### src/rtl/algo_3ror1w_refr_sched.sv
// Refresh scheduler for the banked 3R-or-1W core: accrues periodic refresh obligations and
// issues them round-robin over (vbank, rbank) in conflict-free cycles, stalling the host at saturation.
module algo_3ror1w_refr_sched #(
  parameter int NUMRDPT = 3,
  parameter int NUMVBNK = 4,
  parameter int BITVBNK = 2,
  parameter int NUMRBNK = 2,
  parameter int BITRBNK = 1,
  parameter int REFFREQ = 6,
  parameter int REFFRHF = 0,
  parameter int MAXPEND = 4,
  parameter int BITPEND = 3,
  parameter int INITCYC = 16
) (
  input  logic                         clk,
  input  logic                         rst,
  input  logic                         refr,
  input  logic [NUMRDPT-1:0]           read,
  input  logic [NUMRDPT*BITVBNK-1:0]   rd_vbnk,
  input  logic                         write,
  input  logic [BITVBNK-1:0]           wr_vbnk,
  output logic                         ready,
  output logic                         refr_stall,
  output logic [NUMVBNK-1:0]           t1_refrB,
  output logic [NUMVBNK*BITRBNK-1:0]   t1_bankB,
  output logic [BITPEND-1:0]           pend_cnt,
  output logic                         refr_err
);

  localparam int BITTMR  = $clog2(REFFREQ + 2);
  localparam int BITINIT = $clog2(INITCYC + 1);
  localparam int BITSUM  = BITPEND + 2;

  typedef enum logic {INIT, ACTIVE} state_t;

  state_t                       state_q;
  logic [BITINIT-1:0]           init_q;
  logic [BITTMR-1:0]            timer_q;
  logic                         half_q;
  logic [BITVBNK-1:0]           vbnk_q;
  logic [BITRBNK-1:0]           rbnk_q;
  logic [BITPEND-1:0]           pend_q;
  logic                         stall_q;
  logic                         err_q;
  logic                         ready_q;
  logic [NUMVBNK-1:0]           refrb_q;
  logic [NUMVBNK*BITRBNK-1:0]   bankb_q;

  logic                         active;
  logic [BITTMR-1:0]            period_m1;
  logic                         tick;
  logic                         conflict;
  logic                         issue;
  logic [BITSUM-1:0]            sum;
  logic                         over;
  logic [BITPEND-1:0]           pend_d;

  always_comb begin
    active    = (state_q == ACTIVE);
    period_m1 = BITTMR'(REFFREQ - 1);
    // With the half-cycle option, every other period is one cycle longer.
    if ((REFFRHF != 0) && half_q) period_m1 = BITTMR'(REFFREQ);
    tick = active && (timer_q == period_m1);

    conflict = 1'b0;
    for (int i = 0; i < NUMRDPT; i++) begin
      if (read[i] && (rd_vbnk[i*BITVBNK +: BITVBNK] == vbnk_q)) conflict = 1'b1;
    end
    if (write && (wr_vbnk == vbnk_q)) conflict = 1'b1;

    issue = active && (pend_q != '0) && (stall_q || !conflict);

    // issue implies pend_q > 0, so the subtraction never underflows.
    sum    = BITSUM'(pend_q) + BITSUM'(tick) + BITSUM'(refr && active) - BITSUM'(issue);
    over   = (sum > BITSUM'(MAXPEND));
    pend_d = over ? BITPEND'(MAXPEND) : sum[BITPEND-1:0];
  end

  always_ff @(posedge clk or negedge rst) begin
    if (!rst) begin
      state_q <= INIT;
      init_q  <= '0;
      timer_q <= '0;
      half_q  <= 1'b0;
      vbnk_q  <= '0;
      rbnk_q  <= '0;
      pend_q  <= '0;
      stall_q <= 1'b0;
      err_q   <= 1'b0;
      ready_q <= 1'b0;
      refrb_q <= '0;
      bankb_q <= '0;
    end else begin
      refrb_q <= '0;
      if (issue) begin
        refrb_q <= NUMVBNK'(1) << vbnk_q;
        bankb_q <= {NUMVBNK{rbnk_q}};
        if (vbnk_q == BITVBNK'(NUMVBNK - 1)) begin
          vbnk_q <= '0;
          rbnk_q <= (rbnk_q == BITRBNK'(NUMRBNK - 1)) ? '0 : rbnk_q + 1'b1;
        end else begin
          vbnk_q <= vbnk_q + 1'b1;
        end
      end

      case (state_q)
        INIT: begin
          init_q <= init_q + 1'b1;
          if (init_q == BITINIT'(INITCYC - 1)) begin
            state_q <= ACTIVE;
            ready_q <= 1'b1;
          end
        end
        ACTIVE: begin
          if (tick) begin
            timer_q <= '0;
            half_q  <= ~half_q;
          end else begin
            timer_q <= timer_q + 1'b1;
          end
          pend_q  <= pend_d;
          stall_q <= (pend_d == BITPEND'(MAXPEND));
          if (over) err_q <= 1'b1;
        end
        default: state_q <= INIT;
      endcase
    end
  end

  assign ready      = ready_q;
  assign refr_stall = stall_q;
  assign t1_refrB   = refrb_q;
  assign t1_bankB   = bankb_q;
  assign pend_cnt   = pend_q;
  assign refr_err   = err_q;

endmodule
### config.mk
export PLATFORM = sky130hd
export DESIGN_NAME = algo_3ror1w_refr_sched
export DESIGN_NICKNAME = d
export VERILOG_FILES = /design/src/rtl/algo_3ror1w_refr_sched.sv
export SDC_FILE = /design/constraint.sdc
export NUM_CORES = 1
export LEC_CHECK = 0
export CAP_MARGIN = 20
export CORE_MARGIN = 10
export CORE_UTILIZATION = 53
export CTS_BUF_LIST = sky130_fd_sc_hd__clkbuf_4 sky130_fd_sc_hd__clkbuf_8 sky130_fd_sc_hd__clkbuf_16
export DETAILED_ROUTE_END_ITERATION = 8
export PLACE_DENSITY = 0.84
export SKIP_CTS_REPAIR_TIMING = 1
export SYNTH_ARGS = -nofsm -noshare
export SYNTH_HDL_FRONTEND = slang
export SYNTH_SLANG_ARGS = --single-unit
export TNS_END_PERCENT = 100
### constraint.sdc
create_clock -name clk -period 6.25 [get_ports clk]
set_input_delay 1.25 -clock clk [delete_from_list [all_inputs] [get_ports clk]]
set_output_delay 1.25 -clock clk [all_outputs]
set_load 0.02 [all_outputs]
# After elaboration in Yosys (flattened, before gate mapping)
# Cells that the tools add are included.
# totals
reg_bits	23
input_bits	15
word_cells	54
output_inout_bits	14
# classes
shift	1
reduce_logical	14
mux	11
bitwise_logic	1
n_eq_ne	8
add_sub_neg	7
n_lt_le_gt_ge	1
# op_table
op	n
2-bit == test	4
1-bit logical AND	8
1-bit two-way mux	7
3-bit == test, second input constant	2
3-bit two-way mux	2
2-bit AND reduction	3
4-bit by 1-bit adder with 5-bit output	1
5-bit by 1-bit adder with 5-bit output, second input constant	1
5-bit by 4-bit == test with 1-bit output, second input constant	1
5-bit by 3-bit > comparator with 1-bit output, second input constant	1
5-bit by 1-bit subtractor with 5-bit output	1
3-bit by 1-bit adder with 4-bit output	1
4-bit two-way mux	1
1-bit by 2-bit << shifter with 4-bit output, first input constant	1
3-bit by 1-bit adder with 3-bit output, second input constant	1
3-bit nonzero test	1
2-bit by 1-bit adder with 2-bit output, second input constant	1
2-bit == test, second input constant	1
2-bit two-way mux	1
1-bit adder, second input constant	1
1-bit logical NOT	1
1-bit logical OR	1
1-bit NOT	1

# Logic depth before layout (Yosys ltp)
# Gate-level depths: netlist (run 1).
# logic_depth
word_depth	13
depth_mapped	13
depth_no_buf	12

# Worst setup path after synthesis (run 1)
# Ideal clock, no wire load.
# synth_timing
kind	input-to-reg
start	input wr_vbnk[0]
end	register stall_q (netlist: refr_stall)
n_path_buf	0
stages	12
required_ps	6129
arrival_time_ps	3659
slack_ps	2470
setup_time_ps	121
path_cell_list	xnor2_1 > nand3_1 > and4_4 > o21a_4 > ha_1 > fa_1 > fa_1 > xnor2_1 > a21oi_1 > a21oi_1 > nand3_1 > o22a_1
# synth_via
elab_chain_cells	10
# synth_lines
element	line	rtl
from (decl)	21	input logic [BITVBNK-1:0] wr_vbnk,
2-bit == test (*)	69	if (write && (wr_vbnk == vbnk_q)) conflict = 1'b1;
1-bit logical AND (*)	69	
1-bit two-way mux (*)	69	
1-bit logical NOT (*)	71	issue = active && (pend_q != '0) && (stall_q || !conflict);
1-bit logical OR (*)	71	
1-bit logical AND (*)	71	
named net issue	53	logic issue;
5-bit by 1-bit subtractor with 5-bit output (*)	74	sum = BITSUM'(pend_q) + BITSUM'(tick) + BITSUM'(refr && active) - BITSUM'(issue);
5-bit by 3-bit > comparator with 1-bit output	75	over = (sum > BITSUM'(MAXPEND));
3-bit two-way mux (*)	76	pend_d = over ? BITPEND'(MAXPEND) : sum[BITPEND-1:0];
3-bit == test (*)	122	stall_q <= (pend_d == BITPEND'(MAXPEND));
to (signal assigned)	122	
to (decl)	43	logic stall_q;
# Mark *: on every way through the listed nets, which the timed path passes. The rest lies on a longest branch.
# A chain may end at the register's enable or synchronous reset.

# Final worst setup path (run 1)
# Ends and elaborated chain as after synthesis.

==> results.toml, run 1 <==
[detailed_routing]
post-route-drc-count = 0
drt_iter0_drc = 21
wirelength_um = 2580
vias = 917
routed_via_density = 5.39
first_pass_iters = 4
detail-route-antenna-nets = 0
post_drt_wl_per_cell_um = 15.2

[placed_design]
placed_cells = 165
placed_cell_area_um2 = 1580
dp_hpwl_um = 2160
io_buffers = 28
place_congestion = 0.959

[yosys]
seq_area_frac_synth_pct = 43.8
postSynth.asyncResetShare_pct = 100
synth-compound-area-share_pct = 9.24
avgSynthCellArea_um2 = 11.3
synth_seq_cells = 23
syn_nets = 146
synth_area_leaders = "dfrtp_1 (44%), ha_1 (12%), xnor2_1 (8.0%)"
ys_warn_count = 0
synth_common_cells = "dfrtp_1 (23), ha_1 (13), xnor2_1 (12)"
synth_top_area_share_pct = 43.8
synthAdderAreaFrac_pct = 15.4
syn_area_um2 = 1310
syn_inst = 116
synth_cell_types = 32
synth_top_family_by_area = "adder cells"
synthFlopType = "dfrtp_1"
synthSimpleGateAreaFrac_pct = 11.0
yosys.area.top_type = "dfrtp_1"
synth_edf_count = 0
synth_mux_area_share_pct = 4.29
synth-xor-area-share_pct = 9.33
yosysMostFrequentCell = "dfrtp_1"

[setup_path]
cp_cell_sequence = "clkdlybuf4s50_1 -> xnor2_1 -> nand3_1 -> and4_4 -> o21a_4 -> ha_1 -> fa_1 -> fa_1 -> xnor2_1 -> a21oi_1 -> a21oi_1 -> nand3_1 -> o22a_1"
endpoint_kind = "flop"
max_stage_delay_ns = 0.47
cp_data_required_time_ns = 6.47
crit_family = "adder cells"
reg2reg_from = "active"
critPathBufInv = 1
cp.arrival_ns = 4.33
startpoint_type = "primary input"
setup.worst_path.start = "wr_vbnk[0]"
crit_fanout = 7
criticalPathCategory = "primary input to flop"
crit_slowest_cell = "clkdlybuf4s50_1"

[floorplan]
die_w_um = 69.8
fp.dieH_um = 69.8
start_util_pct = 57.7
fp-row-count = 17
core_area_um2 = 2280
die_area_um2 = 4870
ios = 29

[clocking]
clock-root-buffer = "clkbuf_4"
cts_sinks = 23
clk_pin_slew_ns = 0.13
numCtsBuffers = 3
ctsHtreeMaxLevel = 1
clock_latency_ns = 0.31
cts_tree = "yes"
clk_path_buf_depth = 2

[global_route]
grt_first_pass_wirelength_um = 4450
grt_usage_pct = 10.8
gr-total-overflow = 0
grt_pass1_vias = 956
antenna_found_initial = 0
grt_max_degree = 24

[sta]
fin_tns_setup_ns = 0
min_period_ns = 4.11
setup_viol = 0
finalCritPeriodShare_pct = 65.8
relSlewSlack_pct = 61.1
rsz0062_at_grt = "no"
finClkSkew_ns = 0.0111
drv_slew = 0
tightest_slew_ns = 0.584
finalHoldViolCount = 0
clock.fmax_mhz = 243

[final_layout]
final_cell_area_um2 = 1630
multi_input_area_um2 = 647
syn_to_final_growth_pct = 24.3
regArea_um2 = 576
final_layout_size_suffix_gt1_share_pct = 10.6
num_antenna_cells = 0
fin_util_pct = 71.7
fillCellCount = 174
nets = 173
fin_cells = 170

[hold_path]
hp-start = "rbnk_q"
hold_path.class = "flop to flop"

[power]
p_leak_nw = 0.779
p_total_uw = 701
ir_drop_v = 0.000296
power.density_nw_per_um2 = 429

[flow_run]
drv_cap = 0

[status]
status = "complete, no violations"
final timing paths:
check,endpoint,slack (ns),cells after the start
max,refr_stall,2.14,13
max reg2reg,refr_stall,2.74,11
min reg2reg,rbnk_q,0.48,1
min in group asynchronous,active,1.30,2
max in group asynchronous,rbnk_q,4.81,2
min,rbnk_q,0.48,1
through the flow:
step / setup WS [ns] / hold WS [ns]
floorplan: 2.47 / 0.438
global placement: 1.91 / 0.438
detailed placement: 1.81 / 0.447
CTS: 2.14 / 0.476
global route: 2.01 / 0.507
finish: 2.14 / 0.478
power breakdown:
part	switching, mW	internal [mW]	leakage, nW	total (mW)
sequential	0.0410	0.185	0.270	0.226
combinational	0.189	0.217	0.495	0.407
clock	0.0437	0.0244	0.0139	0.0681
worst register-to-register path, delay by kind of cell (launching register included):
kind            cells  cell delay (ns)
fa+ha+maj           3             1.08
compound gates      5             0.98
flops               1             0.74
buf+inv             1             0.23
xor+xnor            1             0.23
simple gates        1             0.14
layout by cell type (no fill, tap or decap), drive strengths merged:
master,Yosys,final
o22ai,2,2
and2,4,4
mux2,4,4
nand2b,2,2
clkbuf,0,3
or3,1,1
xor2,2,2
clkdlybuf4s50,0,28
a2bb2oi,1,1
buf,7,1
or2,1,1
nor2,1,1
ha,13,13
clkinvlp,0,1
nand3,6,6
dfrtp,23,23
and3,1,1
o22a,1,1
o21a,1,1
a21o,2,2
o21ai,4,4
and4,1,1
fa,2,2
nand4,2,2
o211a,2,2
inv,10,10
a21oi,3,3
a31oi,1,1
nand2,7,7
xnor2,12,12
layout make-up:
class / count / share of cell area, %
repair buffers: 29 / 18.9
multi-input cells: 76 / 39.6
clock buffers: 3 / 1.38
inverters: 10 / 2.30
clock inverters: 1 / 0.460
well taps: 28 / 2.15
flip-flops and latches: 23 / 35.2
cell families (layout without fill, tap and decap cells):
| group | after synthesis | after routing |
|---|---|---|
| compound gates | 17 | 17 |
| mux | 4 | 4 |
| xor+xnor | 14 | 14 |
| buf+inv | 17 | 43 |
| flops | 23 | 23 |
| simple gates | 26 | 26 |
| fa+ha+maj | 15 | 15 |
layer usage:
layer,share of wire (%),GRT usage [%]
met1,38,11.7
met2,52,17.9
met3,7.6,3.57
met4,2.2,6.30
met5,0,0
sequential cells by signal, summed over array words and instances (netlist names):
signal and cells:
timer_q 3, init_q 5, ready 1, refr_err 1
rbnk_q 1, pend_cnt 3, t1_bankB 1, refr_stall 1
active 1, vbnk_q 2, t1_refrB 4
No activity file was read; power rests on OpenSTA's default activity.
==> inputs of run 2 (changes only) <==
--- a/config.mk
+++ b/config.mk
@@ -7,10 +7,10 @@
 export LEC_CHECK = 0
 export CAP_MARGIN = 20
 export CORE_MARGIN = 10
-export CORE_UTILIZATION = 53
+export CORE_UTILIZATION = 49
 export CTS_BUF_LIST = sky130_fd_sc_hd__clkbuf_4 sky130_fd_sc_hd__clkbuf_8 sky130_fd_sc_hd__clkbuf_16
 export DETAILED_ROUTE_END_ITERATION = 8
-export PLACE_DENSITY = 0.84
+export PLACE_DENSITY = 0.79
 export SKIP_CTS_REPAIR_TIMING = 1
 export SYNTH_ARGS = -nofsm -noshare
 export SYNTH_HDL_FRONTEND = slang
==> constraint.sdc (replaced) <==
create_clock -name clk -period 4.21 [get_ports clk]
set_input_delay 0.842 -clock clk [delete_from_list [all_inputs] [get_ports clk]]
set_output_delay 0.842 -clock clk [all_outputs]
set_load 0.02 [all_outputs]
==> run 2 against run 1 <==
  * Sequential share of layout area grew 0.11 points
  * Sequential cell count stayed put
  * First-iteration DRC count grew 29%
  * Sequential power grew 48%
  * Cell count rose by 1.8%
  * Critical path depth unchanged
  * Global-route usage fell by 0.36 points
  * Setup slack worse by 1.7 ns
  * Critical endpoint unchanged
  * Largest power group unchanged
  * Highest routed layer unchanged
==> results.toml, run 2 (same netlist as run 1, synthesis figures left out) <==
[flow_run]
drv_cap = 0

[clocking]
clk_path_buf_depth = 2
clk_pin_slew_ns = 0.13
cts_tree = "yes"
clock_latency_ns = 0.30
numCtsBuffers = 3
ctsHtreeMaxLevel = 1
clock-root-buffer = "clkbuf_4"
cts_sinks = 23

[final_layout]
fin_util_pct = 64.5
final_cell_mix = "clkdlybuf4s50_1 (28), dfrtp_1 (23), ha_1 (13)"
num_antenna_cells = 0
syn_to_final_growth_pct = 23.9
nets = 174
final_layout_size_suffix_gt1_share_pct = 11.2
mostFrequentLayoutCell = "clkdlybuf4s50_1"
regMostFlops = "init_q"
fillCellCount = 214
largest_reg_flops = 5
final_cell_area_um2 = 1630

[sta]
drv_slew = 0
relSlewSlack_pct = 70.1
finClkSkew_ns = 0.00520
setup_viol = 0
tightest_slew_ns = 0.446
finalCritPeriodShare_pct = 89.2
clock.fmax_mhz = 266
fin_tns_setup_ns = 0
rsz0062_at_grt = "no"
finalHoldViolCount = 0
min_period_ns = 3.75
fin_ws_ns = 0.457

[setup_path]
cp_cell_sequence = "clkdlybuf4s50_1 -> xnor2_1 -> nand3_1 -> and4_4 -> o21a_4 -> ha_1 -> fa_1 -> fa_1 -> xnor2_1 -> a21oi_1 -> a21oi_1 -> nand3_1 -> o22a_1"
max_stage_delay_ns = 0.47
cp_data_required_time_ns = 4.42
criticalPathCategory = "primary input to flop"
endpoint_kind = "flop"
crit_slowest_cell = "clkdlybuf4s50_1"
cp.arrival_ns = 3.96
startpoint_type = "primary input"
crit_fanout = 7

[detailed_routing]
wirelength_um = 2540
detail-route-antenna-nets = 0
post-route-drc-count = 0
vias = 909
post_drt_wl_per_cell_um = 14.7
first_pass_iters = 4
drt_iter0_drc = 27
routed_via_density = 5.25

[global_route]
grt_max_degree = 24
antenna_found_initial = 0
grt_pass1_vias = 1028
gr-total-overflow = 0
grt_usage_pct = 10.5
grt_first_pass_wirelength_um = 4520

[power]
p_leak_nw = 0.781
power.density_nw_per_um2 = 639
ir_drop_v = 0.000474
p_total_mw = 1.04

[placed_design]
placed_cell_area_um2 = 1590
place_ws_ns = 0.119
place_congestion = 0.951
io_buffers = 28

[floorplan]
die_w_um = 71.8
core_area_um2 = 2520
fp.dieH_um = 71.8
fp-row-count = 18
die_area_um2 = 5150
start_util_pct = 52.1
ios = 29

[status]
status = "complete, no violations"

[hold_path]
hold_path.class = "flop to flop"
-- run 2: final cells by class --
type | count | area [um2] | area share (%)
Multi-Input combinational cell | 76 | 647 | 39.7
Sequential cell | 23 | 576 | 35.4
Timing Repair Buffer | 30 | 303 | 18.6
Inverter | 10 | 37.5 | 2.31
Tap cell | 30 | 37.5 | 2.31
Clock buffer | 3 | 22.5 | 1.38
Clock inverter | 1 | 5.00 | 0.307
-- run 2: worst paths after layout --
kind | start | to | slack, ns | cells after the start
worst max-delay path | wr_vbnk[1] | refr_stall | 0.46 | 13
max in group asynchronous | rst | init_q[1] | 2.93 | 2
worst min register to register | refr_err | refr_err | 0.48 | 1
min in group asynchronous | rst | timer_q[2] | 0.83 | 1
worst max register to register | vbnk_q[0] | refr_stall | 0.82 | 12
worst min-delay path | refr_err | refr_err | 0.48 | 1
-- run 2: routing by layer --
layer	part of all wire [%]	up-vias	wire length, um	track usage [%]
met5	0	-	0	0
met1	39	442	992	10.6
met3	7.7	2	197	3.99
li1	-	436	-	-
met2	52	29	1330	18.9
met4	0.90	0	23	3.87
-- run 2: worst max-delay path: cells and delay by family --
kind / cells / cell delay [ns]
adder cells (fa/ha/maj): 3 / 1.18
AO/OA/AOI/OAI: 4 / 0.68
buffers and inverters: 1 / 0.47
AND/OR/NAND/NOR: 3 / 0.43
XOR/XNOR: 2 / 0.37
-- run 2: where the power goes --
part           switching [mW]  total [mW]  internal, mW
Clock                  0.0645       0.100        0.0354
Combinational           0.284       0.606         0.323
Sequential             0.0585       0.334         0.275
Total                   0.407        1.04         0.633
-- run 2: stage by stage --
step	instances	hold slack, ns
finish	173	0.476
floorplan	116	0.438
global route	173	0.503
CTS	172	0.482
global placement	168	0.438
detailed placement	168	0.448
